--- src/rtl/decoder_rr_arbiter.sv ---
// Round-robin arbiter with a registered one-hot grant, an encoded owner index
// and a hold limit that preempts a long-running owner when others are waiting.
module decoder_rr_arbiter #(
  parameter  int N_REQ    = 8,
  parameter  int MAX_HOLD = 16,
  localparam int IDX_W    = $clog2(N_REQ)
) (
  input  logic             clk,
  input  logic             rst_n,
  input  logic             en,
  input  logic [N_REQ-1:0] req,
  output logic [N_REQ-1:0] gnt,
  output logic [IDX_W-1:0] gnt_idx,
  output logic             gnt_valid
);

  typedef enum logic {IDLE, GRANT} state_t;

  localparam logic [N_REQ-1:0] ONE_HOT0 = N_REQ'(1);
  localparam logic [7:0]       HOLD_MAX = 8'(MAX_HOLD);

  state_t           state_reg;
  logic [N_REQ-1:0] gnt_reg;
  logic [IDX_W-1:0] gnt_idx_reg;
  logic             gnt_valid_reg;
  logic [IDX_W-1:0] rr_ptr_reg;
  logic [7:0]       hold_cnt_reg;

  logic [IDX_W-1:0] cand [N_REQ];
  logic [IDX_W-1:0] winner_next;
  logic             release_now;
  logic             preempt_now;

  // cand[gi] is the requester examined at priority position gi; index
  // arithmetic wraps naturally because N_REQ is a power of two.
  for (genvar gi = 0; gi < N_REQ; gi++) begin : g_cand
    assign cand[gi] = rr_ptr_reg + IDX_W'(gi);
  end

  always_comb begin
    winner_next = '0;
    for (int i = N_REQ - 1; i >= 0; i--) begin
      if (req[cand[i]]) winner_next = cand[i];
    end
  end

  assign release_now = !req[gnt_idx_reg];
  assign preempt_now = (hold_cnt_reg >= HOLD_MAX) && (|(req & ~gnt_reg));

  always_ff @(posedge clk) begin
    if (!rst_n) begin
      state_reg     <= IDLE;
      gnt_reg       <= '0;
      gnt_idx_reg   <= '0;
      gnt_valid_reg <= 1'b0;
      rr_ptr_reg    <= '0;
      hold_cnt_reg  <= '0;
    end else begin
      case (state_reg)
        IDLE: begin
          if (en && |req) begin
            state_reg     <= GRANT;
            gnt_idx_reg   <= winner_next;
            gnt_reg       <= ONE_HOT0 << winner_next;
            gnt_valid_reg <= 1'b1;
            hold_cnt_reg  <= 8'd1;
          end
        end
        GRANT: begin
          if (release_now || preempt_now) begin
            // gnt_idx keeps the last owner through the dead cycle
            state_reg     <= IDLE;
            gnt_reg       <= '0;
            gnt_valid_reg <= 1'b0;
            rr_ptr_reg    <= gnt_idx_reg + IDX_W'(1);
          end else if (hold_cnt_reg < HOLD_MAX) begin
            hold_cnt_reg <= hold_cnt_reg + 8'd1;
          end
        end
        default: state_reg <= IDLE;
      endcase
    end
  end

  assign gnt       = gnt_reg;
  assign gnt_idx   = gnt_idx_reg;
  assign gnt_valid = gnt_valid_reg;

endmodule

--- config.mk ---
export PLATFORM = sky130hd
export DESIGN_NAME = decoder_rr_arbiter
export DESIGN_NICKNAME = d
export VERILOG_FILES = /design/src/rtl/decoder_rr_arbiter.sv
export SDC_FILE = /design/constraint.sdc
export NUM_CORES = 1
export LEC_CHECK = 0
export ABC_CLOCK_PERIOD_IN_PS = 4800
export BUFFER_PORTS_ARGS = -buffer_cell sky130_fd_sc_hd__buf_2
export CAP_MARGIN = 40
export CORE_AREA = 8 8 66 68
export CTS_BUF_LIST = sky130_fd_sc_hd__clkbuf_16
export DETAILED_ROUTE_END_ITERATION = 6
export DIE_AREA = 0 0 74 76
export GPL_TIMING_DRIVEN = 0
export HOLD_SLACK_MARGIN = 0.1
export PLACE_DENSITY_LB_ADDON = 0.2
export SYNTH_ARGS = -nofsm -noshare
export SYNTH_HDL_FRONTEND = slang
export SYNTH_SLANG_ARGS = --single-unit
--- constraint.sdc ---
create_clock -name clk -period 4.8 [get_ports clk]
set_input_delay 0.96 -clock clk [delete_from_list [all_inputs] [get_ports clk]]
set_output_delay 0.96 -clock clk [all_outputs]
set_load 0.05 [all_outputs]
==> impl_metrics.csv <==
group,metric,value,unit
routing,viasPerCell,5.95,
power,combPwrFrac,0.353,
floorplan,initial_core_util,0.539,
synth,synth.distinct_cells,51,
synth,synthArstFlopShare,0,
placement,placed_area,2030,um2
global_route,grt_remaining_overflow,0,
timing,setup_violations,0,
finish,nets,243,
power,power.internal,0.000478,W
timing,slew_violations,0,
placement,place_congestion,0.849,
timing,final_hold_viol_count,0,
timing,tns,0,ns
routing,routed_wl,4460,um
critical_path,cp_data_required_time,4.96,ns
cts,htreeDepth,1,
synth,avgSynthCellArea,9.28,um2
cts,cts_resized,0,
global_route,grt_util_all_layers,0.172,
synth,syn_inst,200,
synth,synthFlopType,"dfxtp_1",
critical_path,worst-path-max-fanout,10,
synth,synthTopCellsByArea,"dfxtp_1, mux4_2, nor2_1",
cts,postCtsHoldBufs,0,
timing,clock-skew-final,0.00303,ns
placement,io_buffers,22,
cts,cts_root_buf,"clkbuf_16",
floorplan,die_x,74,um
finish,fillCellCount,306,
finish,area_delta_synth_final,14.8,%
min_path,min_path_type,"reg2reg",
routing,dr.pass1.iters,4,
finish,drive_gt1_frac,0.212,
critical_path,r2r_slack,0.89,ns
routing,remaining_drc_errors,0,
critical_path,critPathSlowestCell,"mux4_1",
synth,yosysTopAreaCell,"dfxtp_1",
global_route,grt_max_degree,15,
finish,insertedDiodeCount,0,
synth,synth.yosys.warnings,0,
routing,drtIter0Drc,73,
critical_path,crit_arrival,4.07,ns
placement,pre_cts_slack,0.899,ns
run,maxCapViolCount,0,
global_route,grt_pass1_vias,1647,
timing,holdWs,0.470,ns
floorplan,core_area,3440,um2
timing,worst_slack,0.886,ns
timing,layout_min_cycle_time,3.91,ns
power,finalPower,0.000724,W
power,p_sw_frac,0.339,
critical_path,crit_path_cell_trace,"clkbuf_1 -> buf_2 -> inv_1 -> ha_1 -> clkbuf_1 -> mux4_1 -> mux2i_1 -> mux2i_1 -> or3_1 -> o22ai_2 -> nor2_1 -> a32o_1",
synth,yosysSeqAreaShare,0.259,
cts,clkSlewWorstSetupHoldPaths,0.07,ns
placement,hpwl,3390,um
critical_path,crit_type,"reg2reg",
timing,tightest_slew,0.614,ns
status,status,"complete, no violations",
synth,synth_edf_count,0,
timing,rsz0062_at_grt,"false",
power,power_switching,0.000246,W
cts,cts_buffer_depth,2,
cts,clkSinkCount,24,
routing,final_antenna_net_count,0,
power,ir_worst_vdd,319,uV
cts,cts_made_buffers,3,
routing,dr_total_vias,1630,
synth,synth_top_area_share,0.259,
timing,max-slew-margin-rel,0.589,
critical_path,end_kind,"register",
floorplan,core.rowCount,22,
floorplan,pin_count,23,
power,power_density,340,nW/um2
critical_path,start_kind,"register",
timing,clock.fmax,0.256,GHz
timing,fin_crit_sh,0.815,
power,power.leakage,0.856,nW
floorplan,die-area,5620,um2
global_route,antenna_found_initial,0,
finish,design_area,2130,um2
cts,clk_latency,0.26,ns
floorplan,die_h,76,um
synth,syn-num-nets,216,
power,pwr-share-clk,0.335,
cts,cts_tree,"built",
cts,cts_setup_buffers,0,
global_route,grt_pass1_wl,7810,um
synth,synth_commonest_cells,"dfxtp_1, nor2_1, inv_1",
routing,wire_per_inst,16.3,um
power,seqPwrFrac,0.312,
synth,yosysMostFrequentCell,"dfxtp_1",
synth,synth_seq_cells,24,
critical_path,critPathMaxStageDelay,0.49,ns
synth,syn_area,1860,um2
## critical path, delay by kind of cell (launching register included)
family                   cells  cell delay, ns
buffers and inverters        4            1.15
flip-flops                   1            0.32
multiplexers                 3            1.01
AND/OR/NAND/NOR              2            0.44
adder cells (fa/ha/maj)      1            0.29
AO/OA/AOI/OAI                2            0.58
## per-stage QoR
stage                      util  instances
after floorplan               -        200
after global placement    0.589        270
after detailed placement  0.589        270
after CTS                 0.619        274
after global routing      0.619        274
final                     0.619        274
## worst paths after layout
path | from | end | cells past startpoint
min reg2reg | hold_cnt_reg[7]$_SDFFE_PN0P_ | hold_cnt_reg[7]$_SDFFE_PN0P_ | 2
min | hold_cnt_reg[7]$_SDFFE_PN0P_ | hold_cnt_reg[7]$_SDFFE_PN0P_ | 2
max reg2reg | rr_ptr_reg[1]$_SDFFE_PN0P_ | gnt[2]$_SDFFE_PN0P_ | 12
max | rr_ptr_reg[1]$_SDFFE_PN0P_ | gnt[2]$_SDFFE_PN0P_ | 12
## power groups by stage
stage	registers, W	logic, W	clock network (W)
3_3_place_gp	0.000230	0.000251	0
6_report	0.000226	0.000256	0.000242
5_1_grt	0.000228	0.000279	0.000256
3_5_place_dp	0.000231	0.000254	0
4_1_cts	0.000226	0.000255	0.000246
2_1_floorplan	0.000256	0.000170	0
## final cells by class
class | instances | area (um2) | area share
sequential | 24 | 480 | 0.225
inverter | 18 | 67.6 | 0.0317
clock buffer | 3 | 75.1 | 0.0352
tap | 48 | 60.1 | 0.0282
timing repair buffer | 22 | 110 | 0.0517
clock inverter | 1 | 30.0 | 0.0141
multi-input combinational | 151 | 1270 | 0.597
buffer | 7 | 35.0 | 0.0164
## metal layers
metal,track usage,vias up,share of wire
met3,0.0355,7,0.036
met2,0.299,28,0.53
li1,-,806,-
met5,0,-,0
met4,0.0500,0,0.012
met1,0.201,789,0.42
## placed cells by master, fill, tap and decap left out, types with 3 or more instances in the layout
master	count
a21oi_1	12
nor3_1	3
o2bb2ai_1	4
nor2b_1	3
xnor2_1	3
mux2i_1	7
mux4_2	12
a211oi_1	6
nor2_1	21
clkbuf_1	4
mux2_2	3
a31oi_1	3
ha_1	5
o22ai_1	4
buf_2	23
dfxtp_1	24
nand2b_1	5
nand2_1	11
nor4_1	4
nand3_1	6
or2_1	3
inv_1	16
clkbuf_16	3
xor2_1	4
## logic make-up (layout without fill, tap and decap cells)
kind of cell	count (synthesis)	after routing	share of synthesized area
AOI/OAI and AO/OA	50	50	0.206
xor gates and xnor gates	7	7	0.0330
adders and majority gates	5	5	0.0337
buffers and inverters	25	51	0.0553
DFF	24	24	0.259
muxes	26	26	0.244
and+or+nand+nor	63	63	0.169
Note: power is estimated with default switching activity, not from simulation.
